### src/rtl/stopwatch_ctrl.sv
// Stopwatch control: synchronises/debounces the start-stop and reset-lap keys and
// sequences the BCD counter (tick enable, clear) and the lap display hold.
module stopwatch_ctrl #(
  parameter int FREQ_MHZ   = 50,
  parameter int TICK_MS    = 100,
  parameter int DEB_CYCLES = 20
) (
  input  logic       clk,
  input  logic       rst,
  input  logic       key_ss_n,
  input  logic       key_rl_n,
  output logic       cnt_en,
  output logic       cnt_clr,
  output logic       disp_hold,
  output logic       lap_capture,
  output logic [1:0] state
);

  localparam int TICK_DIV = FREQ_MHZ * 1000 * TICK_MS;
  localparam int PW       = (TICK_DIV > 1) ? $clog2(TICK_DIV) : 1;
  localparam int DW       = $clog2(DEB_CYCLES);

  localparam logic [1:0] S_IDLE  = 2'b00;
  localparam logic [1:0] S_RUN   = 2'b01;
  localparam logic [1:0] S_PAUSE = 2'b10;
  localparam logic [1:0] S_LAP   = 2'b11;

  // Key path, bit 0 = start/stop, bit 1 = reset/lap
  logic [1:0]         meta_q, meta_d;
  logic [1:0]         sync_q, sync_d;
  logic [1:0]         arm_q, arm_d;
  logic [1:0]         lvl_q, lvl_d;
  logic [1:0]         evt_q, evt_d;
  logic [1:0][DW-1:0] deb_cnt_q, deb_cnt_d;

  logic          ss_evt, rl_evt;
  logic [1:0]    state_q, state_d;
  logic [PW-1:0] presc_q, presc_d;
  logic          first_q, first_d;
  logic          cnt_en_q, cnt_en_d;
  logic          cnt_clr_q, cnt_clr_d;
  logic          disp_hold_q, disp_hold_d;
  logic          lap_capture_q, lap_capture_d;
  logic          counting, wrap;

  assign ss_evt = evt_q[0];
  assign rl_evt = evt_q[1];

  // A key is only armed after DEB_CYCLES released samples, so a key held
  // through reset cannot fire until it has been let go and pressed again.
  always_comb begin
    meta_d = {key_rl_n, key_ss_n};
    sync_d = meta_q;
    for (int k = 0; k < 2; k++) begin
      arm_d[k]     = arm_q[k];
      lvl_d[k]     = lvl_q[k];
      evt_d[k]     = 1'b0;
      deb_cnt_d[k] = deb_cnt_q[k];
      if (!arm_q[k]) begin
        if (!sync_q[k]) begin
          deb_cnt_d[k] = '0;
        end else if (deb_cnt_q[k] == DW'(DEB_CYCLES - 1)) begin
          arm_d[k]     = 1'b1;
          deb_cnt_d[k] = '0;
        end else begin
          deb_cnt_d[k] = deb_cnt_q[k] + 1'b1;
        end
      end else if (sync_q[k] == lvl_q[k]) begin
        deb_cnt_d[k] = '0;
      end else if (deb_cnt_q[k] == DW'(DEB_CYCLES - 1)) begin
        lvl_d[k]     = sync_q[k];
        evt_d[k]     = ~sync_q[k];
        deb_cnt_d[k] = '0;
      end else begin
        deb_cnt_d[k] = deb_cnt_q[k] + 1'b1;
      end
    end
  end

  // Synchroniser resets to "pressed" so its stale contents never count as release
  always_ff @(posedge clk) begin
    if (rst) begin
      meta_q    <= '0;
      sync_q    <= '0;
      arm_q     <= '0;
      lvl_q     <= '1;
      evt_q     <= '0;
      deb_cnt_q <= '0;
    end else begin
      meta_q    <= meta_d;
      sync_q    <= sync_d;
      arm_q     <= arm_d;
      lvl_q     <= lvl_d;
      evt_q     <= evt_d;
      deb_cnt_q <= deb_cnt_d;
    end
  end

  always_ff @(posedge clk) begin
    if (rst) state_q <= S_IDLE;
    else     state_q <= state_d;
  end

  // Start/stop takes priority over reset/lap when both fire together
  always_comb begin
    state_d = state_q;
    case (state_q)
      S_IDLE:  if (ss_evt) state_d = S_RUN;
      S_RUN:   if (ss_evt) state_d = S_PAUSE; else if (rl_evt) state_d = S_LAP;
      S_PAUSE: if (ss_evt) state_d = S_RUN;   else if (rl_evt) state_d = S_IDLE;
      S_LAP:   if (ss_evt) state_d = S_PAUSE; else if (rl_evt) state_d = S_RUN;
    endcase
  end

  always_comb begin
    counting      = (state_q == S_RUN) || (state_q == S_LAP);
    wrap          = counting && (presc_q == PW'(TICK_DIV - 1));
    first_d       = 1'b0;
    cnt_clr_d     = first_q || (rl_evt && !ss_evt &&
                    ((state_q == S_IDLE) || (state_q == S_PAUSE)));
    lap_capture_d = (state_q == S_RUN) && (state_d == S_LAP);
    disp_hold_d   = (state_d == S_LAP);
    cnt_en_d      = wrap && !cnt_clr_d;
    if (state_d == S_IDLE)  presc_d = '0;
    else if (wrap)          presc_d = '0;
    else if (counting)      presc_d = presc_q + 1'b1;
    else                    presc_d = presc_q;
  end

  always_ff @(posedge clk) begin
    if (rst) begin
      presc_q       <= '0;
      first_q       <= 1'b1;
      cnt_en_q      <= 1'b0;
      cnt_clr_q     <= 1'b1;
      disp_hold_q   <= 1'b0;
      lap_capture_q <= 1'b0;
    end else begin
      presc_q       <= presc_d;
      first_q       <= first_d;
      cnt_en_q      <= cnt_en_d;
      cnt_clr_q     <= cnt_clr_d;
      disp_hold_q   <= disp_hold_d;
      lap_capture_q <= lap_capture_d;
    end
  end

  assign cnt_en      = cnt_en_q;
  assign cnt_clr     = cnt_clr_q;
  assign disp_hold   = disp_hold_q;
  assign lap_capture = lap_capture_q;
  assign state       = state_q;

endmodule

### config.mk
export PLATFORM = sky130hd
export DESIGN_NAME = stopwatch_ctrl
export DESIGN_NICKNAME = d
export VERILOG_FILES = /design/src/rtl/stopwatch_ctrl.sv
export SDC_FILE = /design/constraint.sdc
export NUM_CORES = 1
export LEC_CHECK = 0
export CAP_MARGIN = 30
export CORE_MARGIN = 2
export CORE_UTILIZATION = 55
export DETAILED_ROUTE_END_ITERATION = 10
export GPL_ROUTABILITY_DRIVEN = 1
export PLACE_DENSITY_LB_ADDON = 0.1
export SYNTH_ARGS = -nofsm -noshare
export SYNTH_HDL_FRONTEND = slang
export SYNTH_SLANG_ARGS = --single-unit
export TNS_END_PERCENT = 30
### constraint.sdc
create_clock -name clk -period 5.95 [get_ports clk]
set_input_delay 0.8925 -clock clk [delete_from_list [all_inputs] [get_ports clk]]
set_output_delay 0.8925 -clock clk [all_outputs]
set_load 0.03 [all_outputs]
==> impl_metrics.yaml <==
critical_path:
  cp_slowest_stage_delay_ns: 0.75
  worstPathRequired_ns: 5.06
  critPathBufInv: 1
  path_class: "reg2out"
  crit_arrival_ns: 1.62
  crit_family: "buffers and inverters"
  crit_chain: "clkdlybuf4s50_1"
  slowest_stage: "clkdlybuf4s50_1"
  cp-end-kind: "primary output"
  start_kind: "register"
  path_max_fanout: 10
clocking:
  clk_pin_slew_worst_paths_ns: 0.09
  cts.sinks: 50
  cts_setup_buffers: 0
  cts_max_path_buffers: 2
  clk_latency_ns: 0.29
  cts_tree: "yes"
  hold_buffers: 0
  cts.repair.resized: 0
  cts_root_buffer: "clkbuf_8"
  ctsHtreeMaxLevel: 2
  numCtsBuffers: 5
global_routing:
  grt_max_degree: 23
  grt_pass1_vias: 1627
  antenna_found_initial: 0
  grt_pass1_wl_microns: 7040
  grtUsageTotal: 0.207
  grt_overflow: 0
logic_synthesis:
  synth_area_per_cell_sq_um: 9.22
  ys_seq_elements: 50
  synth_edf_count: 0
  yosysWarningCount: 0
  async_reset_ff_frac: 0
  synth.area.top_cells: "dfxtp_1 48%, xnor2_1 6.3%, nor2_1 4.8%"
  synth_cell_types: 37
  synthCells: 227
  synth_most_common_cell: "dfxtp_1"
  synth_area_sq_mm: 0.00209
  syn_nets: 234
  synth_common_cells: "50 x dfxtp_1, 27 x nor2_1, 17 x nand2_1"
  ys_seq_area_frac: 0.478
  synth_top_area_cell: "dfxtp_1"
  ys.flop_type: "dfxtp_1"
  synth_top_area_frac: 0.478
timing:
  layout_worst_path_cycle_share: 0.423
  relSlewSlack: 0.599
  slew_viol_final: 0
  hold_violations: 0
  fin_tns_setup_ns: 0
  fin_hold_ws_ns: 0.447
  min_period_ns: 2.52
  fin_skew_ns: 0.0101
  tightest_slew_ns: 0.598
  final-setup-viol-count: 0
  setup_slack_ns: 3.43
  clock.fmax_ghz: 0.397
  rsz0062_at_grt: "no"
die:
  core_area_sq_mm: 0.00366
  die_area_sq_mm: 0.00431
  start_util: 0.571
  fp.dieH_microns: 65.7
  die_x_microns: 65.7
  io_pins: 10
  rows: 22
finish:
  final_area_sq_mm: 0.00233
  fin_nets: 244
  drive_gt1_frac: 0.0549
  n_antenna_cell: 0
  syn_to_final_growth_pct: 11.4
  fill_cells: 311
power:
  leakagePower_nw: 0.706
  vdd_ir_drop_max_mv: 0.169
  power_density_mw_per_mm2: 246
detailed_routing:
  via_per_inst: 5.79
  drc: 0
  ant_nets: 0
  wirelength_microns: 3810
  drt_iter0_markers: 87
  drt_pass1_iterations: 4
  wl_per_cell_microns: 13.4
  vias: 1650
place:
  post-place-ws_ns: 3.49
  port_buffers: 9
  placed_area_sq_mm: 0.00222
  gp_congestion: 0.828
  dp_hpwl_microns: 2780
job:
  maxCapViolations: 0
min_path:
  hp-class: "reg2reg"
status:
  status: "finished, final reports clean"
[routing by layer]
| metal | routed length (microns) | vias to the layer above | global-route usage |
|---|---|---|---|
| met5 | 0 | - | 0 |
| met4 | 32 | 0 | 0.0573 |
| met3 | 102 | 4 | 0.0377 |
| met2 | 1900 | 23 | 0.365 |
| met1 | 1770 | 796 | 0.258 |
| li1 | - | 827 | - |
[cells by family after synthesis]
| family | count (synthesis) | synth area share |
|---|---|---|
| compound gates | 31 | 0.0939 |
| xor+xnor | 21 | 0.0879 |
| fa+ha+maj | 3 | 0.0179 |
| buf+inv | 12 | 0.0245 |
| flops | 50 | 0.478 |
| mux | 3 | 0.0144 |
| simple gates | 107 | 0.283 |
[per-stage QoR]
stage / std cells / utilization / total power (W)
2_1_floorplan: 227 / - / 0.000350
3_3_place_gp: 278 / 0.607 / 0.000353
3_5_place_dp: 278 / 0.607 / 0.000354
4_1_cts: 285 / 0.636 / 0.000579
5_1_grt: 285 / 0.636 / 0.000592
6_report: 285 / 0.636 / 0.000574
[final cells by class]
cell class,count,area [sq um],share of cell area
inverters,5,18.8,0.00806
clock buffers,5,68.8,0.0295
clock inverters,2,38.8,0.0166
well taps,48,60.1,0.0258
flip-flops and latches,50,1000,0.430
multi-input cells,165,1040,0.448
repair buffers,10,97.6,0.0419
[layout by cell type, fill, tap and decap left out, types with 6 or more instances in the layout]
master            n
a21oi_1          11
xnor2_1          15
nand2_1          17
or3_1             6
nand3_1          11
nor3_1            9
o21ai_0           7
clkdlybuf4s50_1   9
dfxtp_1          50
xor2_1            6
nand4_1           6
nor2_1           27
[sequential cells by signal, indices dropped and copies added (netlist names)]
signal	count
state	2
evt_q	2
first_q	1
deb_cnt_q	10
lap_capture	1
cnt_clr	1
meta_q	2
disp_hold	1
presc_q	23
lvl_q	2
sync_q	2
arm_q	2
cnt_en	1
[power breakdown]
part           leakage [nW]  switching (W)    total, W  internal (W)
registers             0.404     0.00000128    0.000338      0.000337
clock network        0.0542       0.000104    0.000228      0.000124
logic                 0.247     0.00000391  0.00000797    0.00000406
total                 0.706       0.000110    0.000574      0.000464
[path summary, 6_finish.rpt]
path	cells after the start	from	slack (ns)	end
max reg2reg	5	state[0]	3.75	presc_q[8]
min	1	meta_q[0]	0.45	sync_q[0]
min reg2reg	1	meta_q[0]	0.45	sync_q[0]
max	1	state[0]	3.43	state[0]
[worst register-to-register path: stages, from the launching register on]
cell     delay [ns]
dfxtp_1        0.58
nand4_1        0.39
or3_1          0.55
o31ai_2        0.19
buf_4          0.28
nor2_1         0.09
No activity file was read; power rests on OpenSTA's default activity.
